`config.mk`:
```
export PLATFORM = sky130hd
export DESIGN_NAME = dmem_responder_flat
export DESIGN_NICKNAME = d
export VERILOG_FILES = /design/src/rtl/dmem_responder_if.sv /design/src/rtl/dmem_responder.sv /design/src/flat_wrapper.sv
export SDC_FILE = /design/constraint.sdc
export NUM_CORES = 1
export LEC_CHECK = 0
export BUFFER_PORTS_ARGS = -buffer_cell sky130_fd_sc_hd__clkbuf_2
export CAP_MARGIN = 30
export CORE_ASPECT_RATIO = 0.7
export CORE_MARGIN = 4
export CORE_UTILIZATION = 50
export DETAILED_ROUTE_END_ITERATION = 8
export GPL_ROUTABILITY_DRIVEN = 0
export PLACE_DENSITY = 0.77
export SLEW_MARGIN = 30
export SYNTH_ARGS = -nofsm -noshare
export SYNTH_HDL_FRONTEND = slang
export SYNTH_SLANG_ARGS = --single-unit
export TNS_END_PERCENT = 50
```
`constraint.sdc`:
```
create_clock -name clk -period 7.85 [get_ports clk]
set_input_delay 0.785 -clock clk [delete_from_list [all_inputs] [get_ports clk]]
set_output_delay 0.785 -clock clk [all_outputs]
set_load 0.02 [all_outputs]
```
`src/rtl/dmem_responder_if.sv`:
```
// Pipeline-to-data-memory bundle: Mem-stage request/response plus the memory-side handshake.
interface dmem_responder_if;
  logic [1:0]  MemRW_pype2;
  logic [31:0] daddr;
  logic [31:0] dwdata;
  logic [3:0]  dbe;
  logic        stall_Mem;
  logic        dready_n;
  logic        dbusy;
  logic [31:0] drdata;
  logic        mem_req;
  logic        mem_we;
  logic [31:0] mem_addr;
  logic [31:0] mem_wdata;
  logic [3:0]  mem_be;
  logic        mem_ack;
  logic [31:0] mem_rdata;

  modport slave (
    input  MemRW_pype2, daddr, dwdata, dbe, stall_Mem, mem_ack, mem_rdata,
    output dready_n, dbusy, drdata, mem_req, mem_we, mem_addr, mem_wdata, mem_be
  );

  modport master (
    output MemRW_pype2, daddr, dwdata, dbe, stall_Mem, mem_ack, mem_rdata,
    input  dready_n, dbusy, drdata, mem_req, mem_we, mem_addr, mem_wdata, mem_be
  );
endinterface

```
`src/rtl/dmem_responder.sv`:
```
// Data-memory responder: posted-write buffer drained to memory, loads wait for an empty buffer.
// Define DMEM_WBUF_FWD_EN to forward full-word buffered stores to matching loads.
//   state | meaning
//   IDLE  | waiting for a load or for buffered stores to drain
//   DRAIN | buffer head written to memory, waiting for mem_ack
//   READ  | load read outstanding, waiting for mem_ack
//   RESP  | load data presented, held while stall_Mem
module dmem_responder #(
  parameter int WBUF_DEPTH = 2
) (
  input logic             clk,
  input logic             rst,
  dmem_responder_if.slave bus
);
  localparam int AW = $clog2(WBUF_DEPTH);
  localparam int CW = AW + 1;

  typedef enum logic [1:0] {IDLE, DRAIN, READ, RESP} state_t;

  state_t        r_state, w_state_nx;
  logic [31:0]   r_buf_addr [WBUF_DEPTH];
  logic [31:0]   r_buf_data [WBUF_DEPTH];
  logic [3:0]    r_buf_be   [WBUF_DEPTH];
  logic [AW-1:0] r_wptr, r_rptr, w_rptr_inc;
  logic [CW-1:0] r_count, w_count_nx;
  logic          r_wr_taken, r_dbusy;
  logic          r_dready_n, w_dready_n_nx;
  logic [31:0]   r_drdata, w_drdata_nx;
  logic          r_mem_req, w_mem_req_nx;
  logic          r_mem_we, w_mem_we_nx;
  logic [31:0]   r_mem_addr, w_mem_addr_nx;
  logic [31:0]   r_mem_wdata, w_mem_wdata_nx;
  logic [3:0]    r_mem_be, w_mem_be_nx;
  logic          w_enq, w_deq, w_load;

  assign w_enq      = (bus.MemRW_pype2 == 2'b01) && !r_dbusy && !r_wr_taken;
  assign w_deq      = (r_state == DRAIN) && bus.mem_ack;
  assign w_load     = (bus.MemRW_pype2 == 2'b10);
  assign w_count_nx = r_count + CW'(w_enq) - CW'(w_deq);
  assign w_rptr_inc = r_rptr + AW'(1);

`ifdef DMEM_WBUF_FWD_EN
  logic          w_fwd_hit, w_fwd_full;
  logic [31:0]   w_fwd_data;
  logic [AW-1:0] w_idx;

  // Scan oldest to youngest so the last match wins.
  always_comb begin
    w_fwd_hit  = 1'b0;
    w_fwd_full = 1'b0;
    w_fwd_data = '0;
    w_idx      = '0;
    for (int i = 0; i < WBUF_DEPTH; i++) begin
      w_idx = r_rptr + AW'(i);
      if ((CW'(i) < r_count) && (r_buf_addr[w_idx] == bus.daddr)) begin
        w_fwd_hit  = 1'b1;
        w_fwd_full = (r_buf_be[w_idx] == 4'b1111);
        w_fwd_data = r_buf_data[w_idx];
      end
    end
  end
`endif

  always_comb begin
    w_state_nx     = r_state;
    w_dready_n_nx  = r_dready_n;
    w_drdata_nx    = r_drdata;
    w_mem_req_nx   = r_mem_req;
    w_mem_we_nx    = r_mem_we;
    w_mem_addr_nx  = r_mem_addr;
    w_mem_wdata_nx = r_mem_wdata;
    w_mem_be_nx    = r_mem_be;
    case (r_state)
      IDLE: begin
`ifdef DMEM_WBUF_FWD_EN
        if (w_load && w_fwd_hit && w_fwd_full) begin
          w_state_nx    = RESP;
          w_dready_n_nx = 1'b0;
          w_drdata_nx   = w_fwd_data;
        end else
`endif
        if (w_load && (r_count == '0)) begin
          w_state_nx    = READ;
          w_mem_req_nx  = 1'b1;
          w_mem_we_nx   = 1'b0;
          w_mem_addr_nx = bus.daddr;
          w_mem_be_nx   = 4'b1111;
        end else if (r_count != '0) begin
          w_state_nx     = DRAIN;
          w_mem_req_nx   = 1'b1;
          w_mem_we_nx    = 1'b1;
          w_mem_addr_nx  = r_buf_addr[r_rptr];
          w_mem_wdata_nx = r_buf_data[r_rptr];
          w_mem_be_nx    = r_buf_be[r_rptr];
        end
      end
      DRAIN: begin
        if (bus.mem_ack) begin
          if ((w_count_nx != '0) && !w_load) begin
            // With one entry left the next head is the store being enqueued right now.
            if (r_count == CW'(1)) begin
              w_mem_addr_nx  = bus.daddr;
              w_mem_wdata_nx = bus.dwdata;
              w_mem_be_nx    = bus.dbe;
            end else begin
              w_mem_addr_nx  = r_buf_addr[w_rptr_inc];
              w_mem_wdata_nx = r_buf_data[w_rptr_inc];
              w_mem_be_nx    = r_buf_be[w_rptr_inc];
            end
          end else begin
            w_state_nx   = IDLE;
            w_mem_req_nx = 1'b0;
          end
        end
      end
      READ: begin
        if (bus.mem_ack) begin
          w_state_nx    = RESP;
          w_mem_req_nx  = 1'b0;
          w_drdata_nx   = bus.mem_rdata;
          w_dready_n_nx = 1'b0;
        end
      end
      RESP: begin
        if (!bus.stall_Mem) begin
          w_state_nx    = IDLE;
          w_dready_n_nx = 1'b1;
        end
      end
      default: w_state_nx = IDLE;
    endcase
  end

  always_ff @(posedge clk or posedge rst) begin
    if (rst) begin
      r_state     <= IDLE;
      r_count     <= '0;
      r_wptr      <= '0;
      r_rptr      <= '0;
      r_wr_taken  <= 1'b0;
      r_dbusy     <= 1'b0;
      r_dready_n  <= 1'b1;
      r_drdata    <= '0;
      r_mem_req   <= 1'b0;
      r_mem_we    <= 1'b0;
      r_mem_addr  <= '0;
      r_mem_wdata <= '0;
      r_mem_be    <= '0;
    end else begin
      r_state     <= w_state_nx;
      r_count     <= w_count_nx;
      r_wptr      <= r_wptr + AW'(w_enq);
      r_rptr      <= r_rptr + AW'(w_deq);
      r_dbusy     <= (w_count_nx == CW'(WBUF_DEPTH));
      r_dready_n  <= w_dready_n_nx;
      r_drdata    <= w_drdata_nx;
      r_mem_req   <= w_mem_req_nx;
      r_mem_we    <= w_mem_we_nx;
      r_mem_addr  <= w_mem_addr_nx;
      r_mem_wdata <= w_mem_wdata_nx;
      r_mem_be    <= w_mem_be_nx;
      // A store held by stall_Mem stays on the inputs; enqueue it only once.
      if (!bus.stall_Mem) r_wr_taken <= 1'b0;
      else if (w_enq)     r_wr_taken <= 1'b1;
    end
  end

  always_ff @(posedge clk) begin
    if (w_enq) begin
      r_buf_addr[r_wptr] <= bus.daddr;
      r_buf_data[r_wptr] <= bus.dwdata;
      r_buf_be[r_wptr]   <= bus.dbe;
    end
  end

  assign bus.dready_n  = r_dready_n;
  assign bus.dbusy     = r_dbusy;
  assign bus.drdata    = r_drdata;
  assign bus.mem_req   = r_mem_req;
  assign bus.mem_we    = r_mem_we;
  assign bus.mem_addr  = r_mem_addr;
  assign bus.mem_wdata = r_mem_wdata;
  assign bus.mem_be    = r_mem_be;
endmodule

```
`src/flat_wrapper.sv`:
```
// flat-port wrapper written by rule: the top's interface ports become plain ports
module dmem_responder_flat 
#(
  parameter int WBUF_DEPTH = 2
)
  (clk, rst, bus_MemRW_pype2, bus_daddr, bus_dwdata, bus_dbe, bus_stall_Mem, bus_mem_ack, bus_mem_rdata, bus_dready_n, bus_dbusy, bus_drdata, bus_mem_req, bus_mem_we, bus_mem_addr, bus_mem_wdata, bus_mem_be);
  dmem_responder_if bus_i ();
  input logic clk;
  input logic rst;
  input wire logic [$bits(bus_i.MemRW_pype2)-1:0] bus_MemRW_pype2;
  input wire logic [$bits(bus_i.daddr)-1:0] bus_daddr;
  input wire logic [$bits(bus_i.dwdata)-1:0] bus_dwdata;
  input wire logic [$bits(bus_i.dbe)-1:0] bus_dbe;
  input wire logic [$bits(bus_i.stall_Mem)-1:0] bus_stall_Mem;
  input wire logic [$bits(bus_i.mem_ack)-1:0] bus_mem_ack;
  input wire logic [$bits(bus_i.mem_rdata)-1:0] bus_mem_rdata;
  output wire logic [$bits(bus_i.dready_n)-1:0] bus_dready_n;
  output wire logic [$bits(bus_i.dbusy)-1:0] bus_dbusy;
  output wire logic [$bits(bus_i.drdata)-1:0] bus_drdata;
  output wire logic [$bits(bus_i.mem_req)-1:0] bus_mem_req;
  output wire logic [$bits(bus_i.mem_we)-1:0] bus_mem_we;
  output wire logic [$bits(bus_i.mem_addr)-1:0] bus_mem_addr;
  output wire logic [$bits(bus_i.mem_wdata)-1:0] bus_mem_wdata;
  output wire logic [$bits(bus_i.mem_be)-1:0] bus_mem_be;
  assign bus_i.MemRW_pype2 = bus_MemRW_pype2;
  assign bus_i.daddr = bus_daddr;
  assign bus_i.dwdata = bus_dwdata;
  assign bus_i.dbe = bus_dbe;
  assign bus_i.stall_Mem = bus_stall_Mem;
  assign bus_i.mem_ack = bus_mem_ack;
  assign bus_i.mem_rdata = bus_mem_rdata;
  assign bus_dready_n = bus_i.dready_n;
  assign bus_dbusy = bus_i.dbusy;
  assign bus_drdata = bus_i.drdata;
  assign bus_mem_req = bus_i.mem_req;
  assign bus_mem_we = bus_i.mem_we;
  assign bus_mem_addr = bus_i.mem_addr;
  assign bus_mem_wdata = bus_i.mem_wdata;
  assign bus_mem_be = bus_i.mem_be;
  dmem_responder #(.WBUF_DEPTH(WBUF_DEPTH)) u_core (.clk(clk), .rst(rst), .bus(bus_i));
endmodule
```
# Yosys cells after proc, flatten, opt, wreduce, memory -nomap -nowiden
# Memories as Yosys holds them, arrays and structs flattened.
# Index checks and enable logic that the tools add are counted.
# totals
inputBits	106
register_bits	111
output_inout_bits	104
n_memories	3
ramBits	136
mem_bits_ro	0
word_cells	98
latch_bits	0
# memory_table
memory	depth	word_bits	rd	rd_clocked_by_memory_dff	wr	line_no	source
u_core.r_buf_addr	2	32	2	0	1	dmem_responder.sv:21	logic [31:0] r_buf_addr [WBUF_DEPTH];
u_core.r_buf_data	2	32	2	0	1	dmem_responder.sv:22	logic [31:0] r_buf_data [WBUF_DEPTH];
u_core.r_buf_be	2	4	2	0	1	dmem_responder.sv:23	logic [3:0] r_buf_be [WBUF_DEPTH];
# op_classes
mux	38
mul	0
reduce_logical	23
n_div	0
shifts	0
n_eq_ne	16
bitwise	0
add_sub_neg	5
magnitude_cmp	0
# op_table
operator	n
$mux W32	10
$pmux W32 S2	2
$mux W4	5
$reduce_and A5 Y1	3
$mux W2	6
$ne A2 B2 Y1 const B	6
$mux W1	11
$reduce_bool A2 Y1	5
$eq A2 B2 Y1 const B	4
$pmux W2 S4	1
$pmux W4 S2	1
$eq A2 B1 Y1 const B	3
$logic_and A1 B1 Y1	5
$logic_not A2 Y1	2
$ne A2 B1 Y1 const B	2
$reduce_and A2 Y1	2
$reduce_and A4 Y1	1
$logic_not A1 Y1	3
$ne A3 B1 Y1 const B	1
$pmux W1 S3	1
$reduce_and A3 Y1	1
$reduce_bool A3 Y1	1
$add A1 B1 Y1	2
$add A2 B1 Y2	1
other kinds (3)	3

# Logic depth before layout (Yosys ltp)
# Gate-level depths: netlist (run 1).
# depth
depth_word	10
depth_mapped	13
mapped_depth_nobuf	10

# Worst setup path after synthesis (run 1)
# Ideal clock, no wire load.
# synth_timing
path_kind	input-to-reg
startpoint	in bus_MemRW_pype2[1]
endpoint	mem u_core.r_buf_addr[0][0], enable pin
arrival_time_ns	2.919
slack_ns	4.498
path_buffers	0
setup_time_ns	0.434
stages	3
t_required_ns	7.416
path_cell_list	nor3b_1 > nor2b_1 > ha_1
# synth_via
elab_chain_cells	5
# synth_rtl
item	line_no	source
start: declaration	flat_wrapper.sv:10	input wire logic [$bits(bus_i.MemRW_pype2)-1:0] bus_MemRW_pype2;
$eq A2 B1 Y1	dmem_responder.sv:36	assign w_enq = (bus.MemRW_pype2 == 2'b01) && !r_dbusy && !r_wr_taken;
$logic_and A1 B1 Y1 (2 in a row)	dmem_responder.sv:36	
$mux W1	dmem_responder.sv:169	if (w_enq) begin
$mux W1 (implied by the code)	dmem_responder.sv:170	r_buf_addr[r_wptr] <= bus.daddr;
end: declaration	dmem_responder.sv:21	
# No other way between the ends.

# Final worst setup path (run 1)
# layout_timing
startpoint	reg u_core.r_state[1]
endpoint	reg u_core.r_mem_wdata[24], in the netlist u_core.bus.mem_wdata[24]
# layout_via
elab_chain_cells	7
elab_cells_between_ends	13
cone_classes	add/sub: 1; eq/ne: 5; mux: 1; reduce/logical: 6
# layout_rtl
item	line_no	source
start: declaration	dmem_responder.sv:20	state_t r_state, w_state_nx;
start signal: assignment	dmem_responder.sv:150	r_state <= w_state_nx;
$eq A2 B1 Y1	dmem_responder.sv:37	assign w_deq = (r_state == DRAIN) && bus.mem_ack;
$logic_and A1 B1 Y1	dmem_responder.sv:37	
$sub A2 B1 Y2	dmem_responder.sv:39	assign w_count_nx = r_count + CW'(w_enq) - CW'(w_deq);
net u_core.w_count_nx[1]	dmem_responder.sv:25	logic [CW-1:0] r_count, w_count_nx;
$reduce_bool A2 Y1	dmem_responder.sv:99	if ((w_count_nx != '0) && !w_load) begin
$logic_and A1 B1 Y1	dmem_responder.sv:99	
$ne A2 B2 Y1 (no line)	--	
$reduce_and A5 Y1 (no line)	--	
end signal: assignment	dmem_responder.sv:160	r_mem_wdata <= w_mem_wdata_nx;
end: declaration	dmem_responder.sv:32	logic [31:0] r_mem_wdata, w_mem_wdata_nx;
# The timed path passes the listed nets, and every way through them passes these cells.
# A chain may end at the register's enable or synchronous reset.

==> run_results.csv, run 1 <==
group,metric,value,unit
synthesis,synthFlopType,"edfxtp_1",
clocking,cts.sinks,247,
setup_path,cp_top_family,"simple AND/OR/NAND/NOR gates",
synthesis,yosys.area.top_type,"edfxtp_1",
grt,grt_max_degree,108,
status,status,"finished, final reports clean",
synthesis,syn-num-nets,1030,
synthesis,synthArstFlopShare,0.449,
grt,gr-usage-all-layers,0.209,
setup_path,end_kind,"flop",
setup_path,cp_max_fo,32,
floorplan,row_count,47,
detailed_routing,drc,0,
setup_path,critPathLaunchType,"flop",
setup_path,rr_startpoint,"u_core.r_state[1]",
synthesis,postSynthAreaPerCell,13.4,µm²
sta,relSlewSlack,0.369,
clocking,cts_root_buf,"clkbuf_16",
power_and_ir_drop,leakagePower,6.25,nW
setup_path,worstSetupPathType,"flop to flop",
detailed_routing,drt-initial-drc-count,646,
synthesis,synth.distinct_cells,45,
finish,finalNonFillerCells,1431,
clocking,post-cts-setup-buffer-count,0,
detailed_routing,dr.pass1.iters,5,
sta,fin_setup_tns,0,ns
synthesis,netlist_top_cells_area,"edfxtp_1 (33%), dfrtp_1 (23%), mux2_2 (9.9%)",
synthesis,synth_top_area_share,0.334,
hold_path,hold_class,"primary input to asynchronous set/reset pin",
floorplan,die_area,27100,µm²
synthesis,ys_seq_elements,247,
setup_path,cp_num_buf_inv,3,
clocking,htreeDepth,1,
grt,grt_pass1_wl,46100,µm
floorplan,core,23900,µm²
synthesis,seq_area_frac_synth,0.561,
job,maxCapViolCount,0,
sta,fin_crit_sh,0.480,
setup_path,crit_path_cell_trace,"inv_1, ha_4, and2_0, ha_1, inv_1, ha_1, xor3_2, o2111ai_4, buf_16, and2_4, o31ai_1",
clocking,cts_buffer_depth,3,
floorplan,ios,210,
grt,antenna_found_initial,1,
clocking,insertion_delay,0.51,ns
setup_path,r2r_setup_slack,4.09,ns
setup_path,critPathSlowestCell,"and2_4",
synthesis,synth-edff-count,136,
clocking,hold_buffers,0,
sta,fmax,266,MHz
floorplan,die_y,139,µm
sta,slew_viol_final,0,
placement,port-buffer-count,209,
grt,grt.overflow.total,0,
floorplan,fp.dieW,195,µm
clocking,cts-resized-gates,0,
clocking,cts_buffers,25,
sta,fin_crit,3.76,ns
sta,rsz0062_at_grt,"no",
synthesis,synth_area,12200,µm²
sta,hold_viol,0,
synthesis,yosysWarningCount,0,
clocking,cts_tree,"built",
setup_path,cp.required,8.21,ns
clocking,clk_pin_slew,0.06,ns
finish,final_area,14400,µm²
finish,finalNetCount,1209,
sta,skew,0.00745,ns
detailed_routing,routed_wl,29100,µm
setup_path,crit_path_max_incr_delay,0.77,ns
power_and_ir_drop,powerDensity,455,nW/µm²
synthesis,synth_cells,915,
detailed_routing,vias_per_cell,5.70,
floorplan,start_util,0.512,
power_and_ir_drop,total_power,0.00656,W
finish,syn_to_final_growth,17.7,%
placement,placed_cell_area,13600,µm²
finish,drive_above_1_share,0.372,
detailed_routing,wl_per_cell,20.3,µm
power_and_ir_drop,peakVddDrop,0.000241,V
sta,setup_viol,0,
placement,dp_hpwl,18400,µm
sta,worstMarginPinSlew,0.946,ns
grt,grt_pass1_vias,8464,
setup_path,cp.arrival,4.12,ns
setup_path,r2r_end,"u_core.bus.mem_wdata[24]",
setup_path,r2r_cells,11,
placement,dp_cells,1385,
detailed_routing,via_count,8162,
detailed_routing,final_antenna_net_count,0,
worst max-delay path by stage:
stage	start	to	slack (ns)	cells after the start
5_1_grt	u_core.r_state[1]	u_core.bus.mem_wdata[23]	3.86	11
2_1_floorplan	rst	u_core.bus.dbusy	4.14	1
3_5_place_dp	bus_MemRW_pype2[0]	u_core.bus.mem_wdata[24]	3.69	9
3_3_place_gp	bus_MemRW_pype2[0]	u_core.bus.mem_wdata[23]	3.52	8
4_1_cts	u_core.r_state[1]	u_core.bus.mem_wdata[24]	4.05	11
6_report	u_core.r_state[1]	u_core.bus.mem_wdata[24]	4.09	11
cells in the mapped netlist (3+ instances only):
| cell | count |
|---|---|
| edfxtp_1 | 136 |
| dfrtp_1 | 110 |
| mux2_2 | 107 |
| mux2i_1 | 99 |
| nor2_1 | 67 |
| inv_1 | 42 |
| clkbuf_1 | 38 |
| a31oi_1 | 36 |
| nand3_1 | 33 |
| nor3_1 | 32 |
| o21a_1 | 32 |
| o22ai_1 | 32 |
| mux2_1 | 30 |
| o31ai_4 | 29 |
| buf_2 | 14 |
| buf_1 | 12 |
| nand2_1 | 10 |
| ha_1 | 9 |
| nor2b_1 | 9 |
| a2111oi_0 | 4 |
| a21oi_1 | 3 |
| buf_8 | 3 |
| o31ai_1 | 3 |
flip-flops by register name, indices dropped and copies added (netlist names):
name and cells:
u_core.r_rptr 1, u_core.bus.mem_addr 32, u_core.bus.drdata 32, u_core.r_state 2, u_core.r_wr_taken 1, u_core.bus.mem_wdata 32, u_core.r_buf_be 8, u_core.bus.mem_be 4
u_core.bus.dready_n 1, u_core.r_buf_data 64, u_core.bus.dbusy 1, u_core.bus.mem_req 1, u_core.r_buf_addr 64, u_core.bus.mem_we 1, u_core.r_wptr 1, u_core.r_count 2
power breakdown:
group          switching, W  internal (W)
registers          0.000235       0.00177
clock network      0.000486      0.000692
logic               0.00197       0.00140
total               0.00269       0.00386
per-layer routing:
layer | global-route usage | vias to the layer above | wire length (µm)
met5 | 0 | - | 20
met4 | 0.0367 | 2 | 402
met3 | 0.0554 | 35 | 2160
met2 | 0.339 | 275 | 13500
met1 | 0.289 | 4075 | 13000
li1 | - | 3775 | -
cell type report:
cell class	instances	area, µm²
Tap cell	318	398
Clock inverter	6	52.6
Sequential cell	247	6870
Fill cell	1935	9470
Timing Repair Buffer	222	1210
Antenna cell	1	2.50
Multi-Input combinational cell	556	4950
Inverter	42	161
Clock buffer	39	758
cells in the final DEF, fill, tap and decap left out, drive strengths merged, types with 3 or more instances in the layout:
master,instances
a2111oi,4
a21oi,3
a31oi,36
buf,13
clkbuf,248
clkinv,6
dfrtp,110
edfxtp,136
ha,9
inv,41
mux2,137
mux2i,99
nand2,11
nand3,33
nor2,67
nor2b,9
nor3,32
o21a,32
o22ai,32
o31ai,33
per-stage QoR:
step | utilization | setup slack [ns] | hold WS, ns
after floorplan | - | 4.14 | 0.467
after global routing | 0.603 | 3.86 | 0.424
after global placement | 0.565 | 3.52 | 0.468
final | 0.603 | 4.09 | 0.384
after detailed placement | 0.569 | 3.69 | 0.476
after CTS | 0.603 | 4.05 | 0.397
cell families after synthesis:
family / Yosys count / synth area share
flip-flops: 247 / 0.561
multiplexers: 236 / 0.207
AND/OR/NAND/NOR: 160 / 0.0607
AO/OA/AOI/OAI: 149 / 0.119
buffers and inverters: 112 / 0.0398
adder cells (fa/ha/maj): 9 / 0.00921
XOR/XNOR: 2 / 0.00276
Note: power is estimated with default switching activity, not from simulation.
==> run 2, diff against run 1 <==
--- a/config.mk
+++ b/config.mk
@@ -5,6 +5,7 @@
 export SDC_FILE = /design/constraint.sdc
 export NUM_CORES = 1
 export LEC_CHECK = 0
+export ABC_AREA = 1
 export BUFFER_PORTS_ARGS = -buffer_cell sky130_fd_sc_hd__clkbuf_2
 export CAP_MARGIN = 30
 export CORE_ASPECT_RATIO = 0.7
==> constraint.sdc (replaced) <==
create_clock -name clk -period 3.9 [get_ports clk]
set_input_delay 0.39 -clock clk [delete_from_list [all_inputs] [get_ports clk]]
set_output_delay 0.39 -clock clk [all_outputs]
set_load 0.02 [all_outputs]
==> run 2 against run 1 <==
Sequential share of layout area up 0.91 points; clock-buffer cell count down 3; core utilization down 0.54 points; first-iteration DRC count up 49%; area after synthesis down 2.0%; final cell count up 29%; design area down 1.9%; wire length up 4.3%; hold slack worse by 0.30 ns; critical path type unchanged; largest power group unchanged; highest routed layer is now met4.
==> run_results.csv, run 2 <==
group,metric,value,unit
synthesis,yosys.area.top_type,"edfxtp_1",
synthesis,synth.distinct_cells,27,
clocking,cts_buffers,25,
floorplan,row_count,47,
grt,grt_pass1_vias,9481,
sta,fin_ws,0.951,ns
clocking,htreeDepth,1,
finish,most-common-layout-cells,"nand2_1 (452), clkbuf_2 (209), nand3_1 (139)",
setup_path,crit_path_max_incr_delay,0.50,ns
setup_path,critPathSlowestCell,"nand2_2",
synthesis,ys_seq_elements,247,
detailed_routing,dr.pass1.iters,5,
floorplan,core,23600,µm²
clocking,hold_buffers,1,
synthesis,netlist_top_cells_area,"edfxtp_1 (34%), dfrtp_1 (23%), nand2_1 (14%)",
hold_path,min_from,"bus_dwdata[12]",
grt,gr-usage-all-layers,0.224,
finish,drive_above_1_share,0.205,
synthesis,yosys-top-cells-count,"nand2_1 (453), nand3_1 (139), edfxtp_1 (136)",
sta,skew,0.0139,ns
clocking,post-cts-setup-buffer-count,0,
sta,fin_crit,2.95,ns
synthesis,synth_top_area_share,0.341,
detailed_routing,via_count,9882,
sta,fin_setup_tns,0,ns
detailed_routing,drt-initial-drc-count,965,
synthesis,yosysWarningCount,0,
synthesis,synthFlopType,"edfxtp_1",
power_and_ir_drop,swShare,0.449,
power_and_ir_drop,powerDensity,903,nW/µm²
hold_path,hold_class,"primary input to flop",
setup_path,cp.arrival,3.34,ns
setup_path,r2r_cells,14,
grt,grt_pass1_wl,47900,µm
placement,pre_cts_ws,0.968,ns
finish,fill_cells,2059,
setup_path,crit_path_cell_trace,"inv_1, ha_4, nand2_1, inv_1, ha_1, inv_1, ha_1, nand3_1, nand3_1, nand2_1, nand2_4, nand2_2, nand2_1, nand2_1",
clocking,cts-resized-gates,0,
sta,fmax,339,MHz
hold_path,holdPathStages,1,
setup_path,r2r_setup_slack,0.95,ns
setup_path,end_kind,"flop",
sta,holdWs,0.0822,ns
grt,antenna_found_initial,2,
sta,worstMarginPinSlew,0.926,ns
clocking,cts_buffer_depth,3,
power_and_ir_drop,combPwrFrac,0.497,
sta,fin_crit_sh,0.756,
grt,grt_max_degree,138,
sta,slew_viol_final,0,
floorplan,die_y,138,µm
power_and_ir_drop,internal-power,0.00703,W
grt,grt_use_met2,0.349,
floorplan,die_area,26600,µm²
clocking,cts_tree,"built",
sta,setup_viol,0,
detailed_routing,wl_per_cell,16.4,µm
synthesis,synthArstFlopShare,0.449,
sta,rsz0062_at_grt,"no",
floorplan,ios,210,
detailed_routing,routed_wl,30300,µm
power_and_ir_drop,switchingPower,0.00573,W
clocking,insertion_delay,0.51,ns
finish,finalNetCount,1622,
finish,top_regs,"u_core.r_buf_addr x64, u_core.r_buf_data x64",
finish,final_common_cell,"nand2_1",
synthesis,synth-edff-count,136,
setup_path,r2r_end,"u_core.bus.mem_wdata[6]",
power_and_ir_drop,clkPwrFrac,0.192,
setup_path,cp.required,4.29,ns
job,maxCapViolCount,0,
sta,relSlewSlack,0.382,
grt,use_met3,0.0489,
floorplan,start_util,0.507,
power_and_ir_drop,peakVddDrop,0.000613,V
synthesis,synth_area,12000,µm²
synthesis,seq_area_frac_synth,0.572,
placement,port-buffer-count,209,
synthesis,synth.most_common_cell,"nand2_1",
setup_path,worstSetupPathType,"flop to flop",
setup_path,critPathLaunchType,"flop",
grt,use_met1,0.324,
synthesis,postSynthAreaPerCell,8.93,µm²
status,status,"finished, final reports clean",
grt,busiest_layer,"met2",
setup_path,rr_startpoint,"u_core.r_state[1]",
synthesis,syn-num-nets,1458,
detailed_routing,vias_per_cell,5.36,
floorplan,fp.dieW,193,µm
power_and_ir_drop,leakagePower,6.71,nW
synthesis,synth_cells,1343,
setup_path,cp_max_fo,32,
hold_path,holdPathEnd,"u_core.r_buf_data[0][12]",
power_and_ir_drop,total_power,0.0128,W
setup_path,cpMostUsedCell,"nand2_1",
clocking,cts.sinks,247,
clocking,clk_pin_slew,0.06,ns
clocking,cts_root_buf,"clkbuf_16",
sta,hold_viol,0,
placement,dp_hpwl,19000,µm
detailed_routing,final_antenna_net_count,0,
finish,syn_to_final_growth,17.9,%
power_and_ir_drop,power_frac_seq,0.310,
detailed_routing,drc,0,
grt,grt.overflow.total,0,
## run 2: changes by cell type after synthesis, moves of 75 or more
| cell | change |
|---|---|
| inv_1 | +75 |
| mux2_2 | -75 |
| mux2i_1 | -99 |
| nand3_1 | +106 |
| nand2_1 | +443 |
| o21ai_0 | +111 |
## run 2: worst max-delay path: cells and delay by family, from the launching register on
kind | cells | cell delay, ns
adders and majority gates | 3 | 0.63
buffers and inverters | 3 | 0.24
and+or+nand+nor | 8 | 1.56
DFF | 1 | 0.39
## run 2: cell families (layout without fill, tap and decap cells)
group / Yosys count / count (layout) / synth area share
adder cells (fa/ha/maj): 9 / 9 / 0.00939
other: 0 / 2 / 0
flip-flops: 247 / 247 / 0.572
AO/OA/AOI/OAI: 204 / 204 / 0.0988
buffers and inverters: 206 / 388 / 0.0702
XOR/XNOR: 1 / 1 / 0.000731
AND/OR/NAND/NOR: 644 / 644 / 0.218
multiplexers: 32 / 32 / 0.0301
## run 2: final cells by class
cell class | count | area [µm²] | area share
antenna | 2 | 5.00 | 0.000354
sequential | 247 | 6870 | 0.486
multi-input combinational | 890 | 4350 | 0.308
tap | 318 | 398 | 0.0282
clock buffer | 36 | 748 | 0.0529
timing repair buffer | 224 | 1220 | 0.0862
inverter | 119 | 454 | 0.0321
clock inverter | 9 | 96.3 | 0.00682
## run 2: how the worst max path moves through the flow
stage,from,depth (start not counted),end
after floorplan,rst,1,u_core.bus.dbusy
after global placement,u_core.r_state[1],9,u_core.bus.mem_addr[8]
after detailed placement,u_core.r_state[1],14,u_core.bus.mem_wdata[27]
after CTS,u_core.r_state[1],14,u_core.bus.mem_wdata[27]
after global routing,u_core.r_state[1],9,u_core.bus.mem_be[3]
final,u_core.r_state[1],14,u_core.bus.mem_wdata[6]
## run 2: power groups by stage
stage / Sequential (W) / Clock [W] / Combinational (W)
global placement: 0.00398 / 0 / 0.00616
global route: 0.00404 / 0.00262 / 0.00712
detailed placement: 0.00400 / 0 / 0.00638
floorplan: 0.00457 / 0 / 0.00402
CTS: 0.00396 / 0.00250 / 0.00640
finish: 0.00396 / 0.00246 / 0.00635
## run 2: per-stage QoR
| step | cells | util | area [µm²] |
|---|---|---|---|
| 3_3_place_gp | 1795 | 0.559 | 13200 |
| 2_1_floorplan | 1343 | - | 12000 |
| 5_1_grt | 1845 | 0.598 | 14100 |
| 4_1_cts | 1843 | 0.598 | 14100 |
| 6_report | 1845 | 0.598 | 14100 |
| 3_5_place_dp | 1797 | 0.561 | 13300 |
## run 2: metal layers
layer | up-vias | wire (µm)
met5 | - | 0
met4 | 0 | 554
met3 | 38 | 2530
met2 | 376 | 13700
met1 | 4669 | 13500
li1 | 4799 | -
==> run 3, diff against run 2 <==
--- a/config.mk
+++ b/config.mk
@@ -5,7 +5,7 @@
 export SDC_FILE = /design/constraint.sdc
 export NUM_CORES = 1
 export LEC_CHECK = 0
-export ABC_AREA = 1
+export ABC_AREA = 0
 export BUFFER_PORTS_ARGS = -buffer_cell sky130_fd_sc_hd__clkbuf_2
 export CAP_MARGIN = 30
 export CORE_ASPECT_RATIO = 0.7
==> constraint.sdc (replaced) <==
create_clock -name clk -period 3.1 [get_ports clk]
set_input_delay 0.31 -clock clk [delete_from_list [all_inputs] [get_ports clk]]
set_output_delay 0.31 -clock clk [all_outputs]
set_load 0.02 [all_outputs]
==> run 3 against run 2 <==
Largest power group unchanged; register-to-register slack got worse by 0.67 ns; die area rose by 1.9%; sequential share of layout area fell by 3.1 points; clock power rose by 19%; hold slack got worse by 0.064 ns; first-iteration DRC count fell by 40%; global-route usage fell by 0.62 points; total power rose by 32%; highest routed layer unchanged; via count fell by 15%; core utilization rose by 3.5 points; setup slack got worse by 0.67 ns; fmax rose by 4.5%.
==> run_results.csv, run 3 (synthesis results as in run 1) <==
group,metric,value,unit
setup_path,critPathLaunchType,"flop",
floorplan,die_area,27100,µm²
setup_path,cp_top_family,"adder cells",
floorplan,row_count,47,
placement,placed_cell_area,13700,µm²
sta,worstMarginPinSlew,0.871,ns
setup_path,crit_path_max_incr_delay,0.40,ns
floorplan,ios,210,
detailed_routing,dr.pass1.iters,5,
setup_path,critPathSlowestCell,"dfrtp_1",
finish,syn_to_final_growth,23.5,%
sta,hold_viol,0,
setup_path,r2r_setup_slack,0.28,ns
setup_path,cp_num_buf_inv,3,
setup_path,cp.arrival,3.20,ns
grt,grt_pass1_wl,48600,µm
finish,fin_util,0.633,
finish,drive_above_1_share,0.361,
finish,finalNonFillerCells,1504,
placement,port-buffer-count,209,
detailed_routing,wl_per_cell,19.8,µm
power_and_ir_drop,powerDensity,1110,nW/µm²
grt,antenna_found_initial,2,
grt,gr-usage-all-layers,0.218,
setup_path,worstSetupPathType,"flop to flop",
clocking,cts_buffers,25,
sta,fin_setup_tns,0,ns
setup_path,cp_max_fo,24,
detailed_routing,vias_per_cell,5.62,
finish,top_regs,"u_core.r_buf_addr x64, u_core.r_buf_data x64",
clocking,htreeDepth,1,
job,maxCapViolCount,0,
finish,most-common-layout-cells,"clkbuf_2 (209), edfxtp_1 (136), dfrtp_1 (109)",
power_and_ir_drop,peakVddDrop,0.000681,V
grt,grt_pass1_vias,9027,
setup_path,crit_path_cell_trace,"inv_1, ha_4, and2_0, ha_1, inv_1, ha_1, xor3_2, o2111ai_4, nand2_4, buf_12, mux2_1",
grt,grt.overflow.total,0,
detailed_routing,drt-initial-drc-count,580,
clocking,cts-resized-gates,0,
clocking,clk_pin_slew,0.07,ns
detailed_routing,routed_wl,29800,µm
finish,fill_cells,1843,
status,status,"finished, final reports clean",
sta,skew,0.0194,ns
sta,slew_viol_final,0,
detailed_routing,final_antenna_net_count,0,
setup_path,end_kind,"flop",
floorplan,core,23900,µm²
sta,setup_viol,0,
placement,dp_cells,1397,
power_and_ir_drop,leakagePower,6.56,nW
sta,fin_crit,2.82,ns
sta,fmax,354,MHz
clocking,cts_buffer_depth,3,
detailed_routing,drc,0,
clocking,cts_root_buf,"clkbuf_16",
clocking,cts.sinks,247,
clocking,insertion_delay,0.52,ns
placement,dp_hpwl,18300,µm
grt,grt_max_degree,79,
hold_path,hold_class,"primary input to flop",
floorplan,die_y,139,µm
clocking,cts_tree,"built",
detailed_routing,via_count,8446,
finish,finalNetCount,1280,
setup_path,cp.required,3.48,ns
floorplan,fp.dieW,195,µm
finish,final_area,15100,µm²
finish,final_common_cell,"clkbuf_2",
sta,relSlewSlack,0.418,
floorplan,start_util,0.512,
sta,fin_crit_sh,0.910,
sta,rsz0062_at_grt,"no",
run 3: cell count changes in the layout (fill, tap and decap cells not counted), sizes merged, moves of 21 or more:
cell | previous run | this run
o31ai | 0 | 33
mux2i | 0 | 99
o211ai | 64 | 1
nand2 | 456 | 11
nor2 | 46 | 67
o21a | 1 | 32
dlygate4sd3 | 1 | 58
o22ai | 1 | 32
mux2 | 32 | 137
inv | 120 | 41
o21ai | 133 | 2
a31oi | 0 | 36
nand3 | 139 | 33
nor3 | 0 | 32
run 3: report_power, final:
| part | switching [W] | internal (W) |
|---|---|---|
| combinational | 0.00508 | 0.00372 |
| sequential | 0.000588 | 0.00447 |
| clock | 0.00124 | 0.00169 |
| total | 0.00690 | 0.00989 |
run 3: metal layers:
metal	track usage	routed length [µm]
met2	0.353	13800
met4	0.0481	600
met3	0.0527	2150
met1	0.303	13200
met5	0	0
run 3: cell type report:
cell class              count  area (µm²)  area share
flip-flops and latches    247        6870       0.455
multi-input cells         556        4950       0.328
repair buffers            293        1930       0.128
clock buffers              38         724      0.0480
well taps                 318         398      0.0263
inverters                  42         163      0.0108
clock inverters             8        68.8     0.00456
diodes                      2        5.00    0.000331
run 3: through the flow:
step           setup WS (ns)  hold WS (ns)  power [W]
5_1_grt                0.130       0.00275     0.0178
2_1_floorplan         0.0789         0.409     0.0116
3_3_place_gp           0.405         0.467     0.0136
6_report               0.279        0.0186     0.0168
4_1_cts                0.258      0.000218     0.0169
3_5_place_dp           0.311         0.474     0.0139
run 3: worst paths after layout:
kind	cells past startpoint	endpoint	startpoint
worst min-delay path	1	u_core.r_buf_addr[1][18]	bus_daddr[18]
min in group asynchronous	3	u_core.bus.drdata[7]	rst
worst min register to register	1	u_core.bus.mem_addr[16]	u_core.bus.mem_addr[16]
max in group asynchronous	4	u_core.bus.mem_addr[15]	rst
worst max-delay path	11	u_core.bus.mem_addr[20]	u_core.r_state[1]
worst max register to register	11	u_core.bus.mem_addr[20]	u_core.r_state[1]
run 3: worst reg2reg max path, delay by kind of cell (launching register included):
kind | cells | cell delay, ns
AO/OA/AOI/OAI | 1 | 0.26
XOR/XNOR | 1 | 0.31
adder cells (fa/ha/maj) | 3 | 0.55
buffers and inverters | 3 | 0.44
flip-flops | 1 | 0.40
multiplexers | 1 | 0.36
AND/OR/NAND/NOR | 2 | 0.37
run 3: what timing repair did:
item / in CTS / in global routing
hold buffers: 58 / 0
endpoints found under the hold margin: 124 / 0
setup buffers: 0 / 0
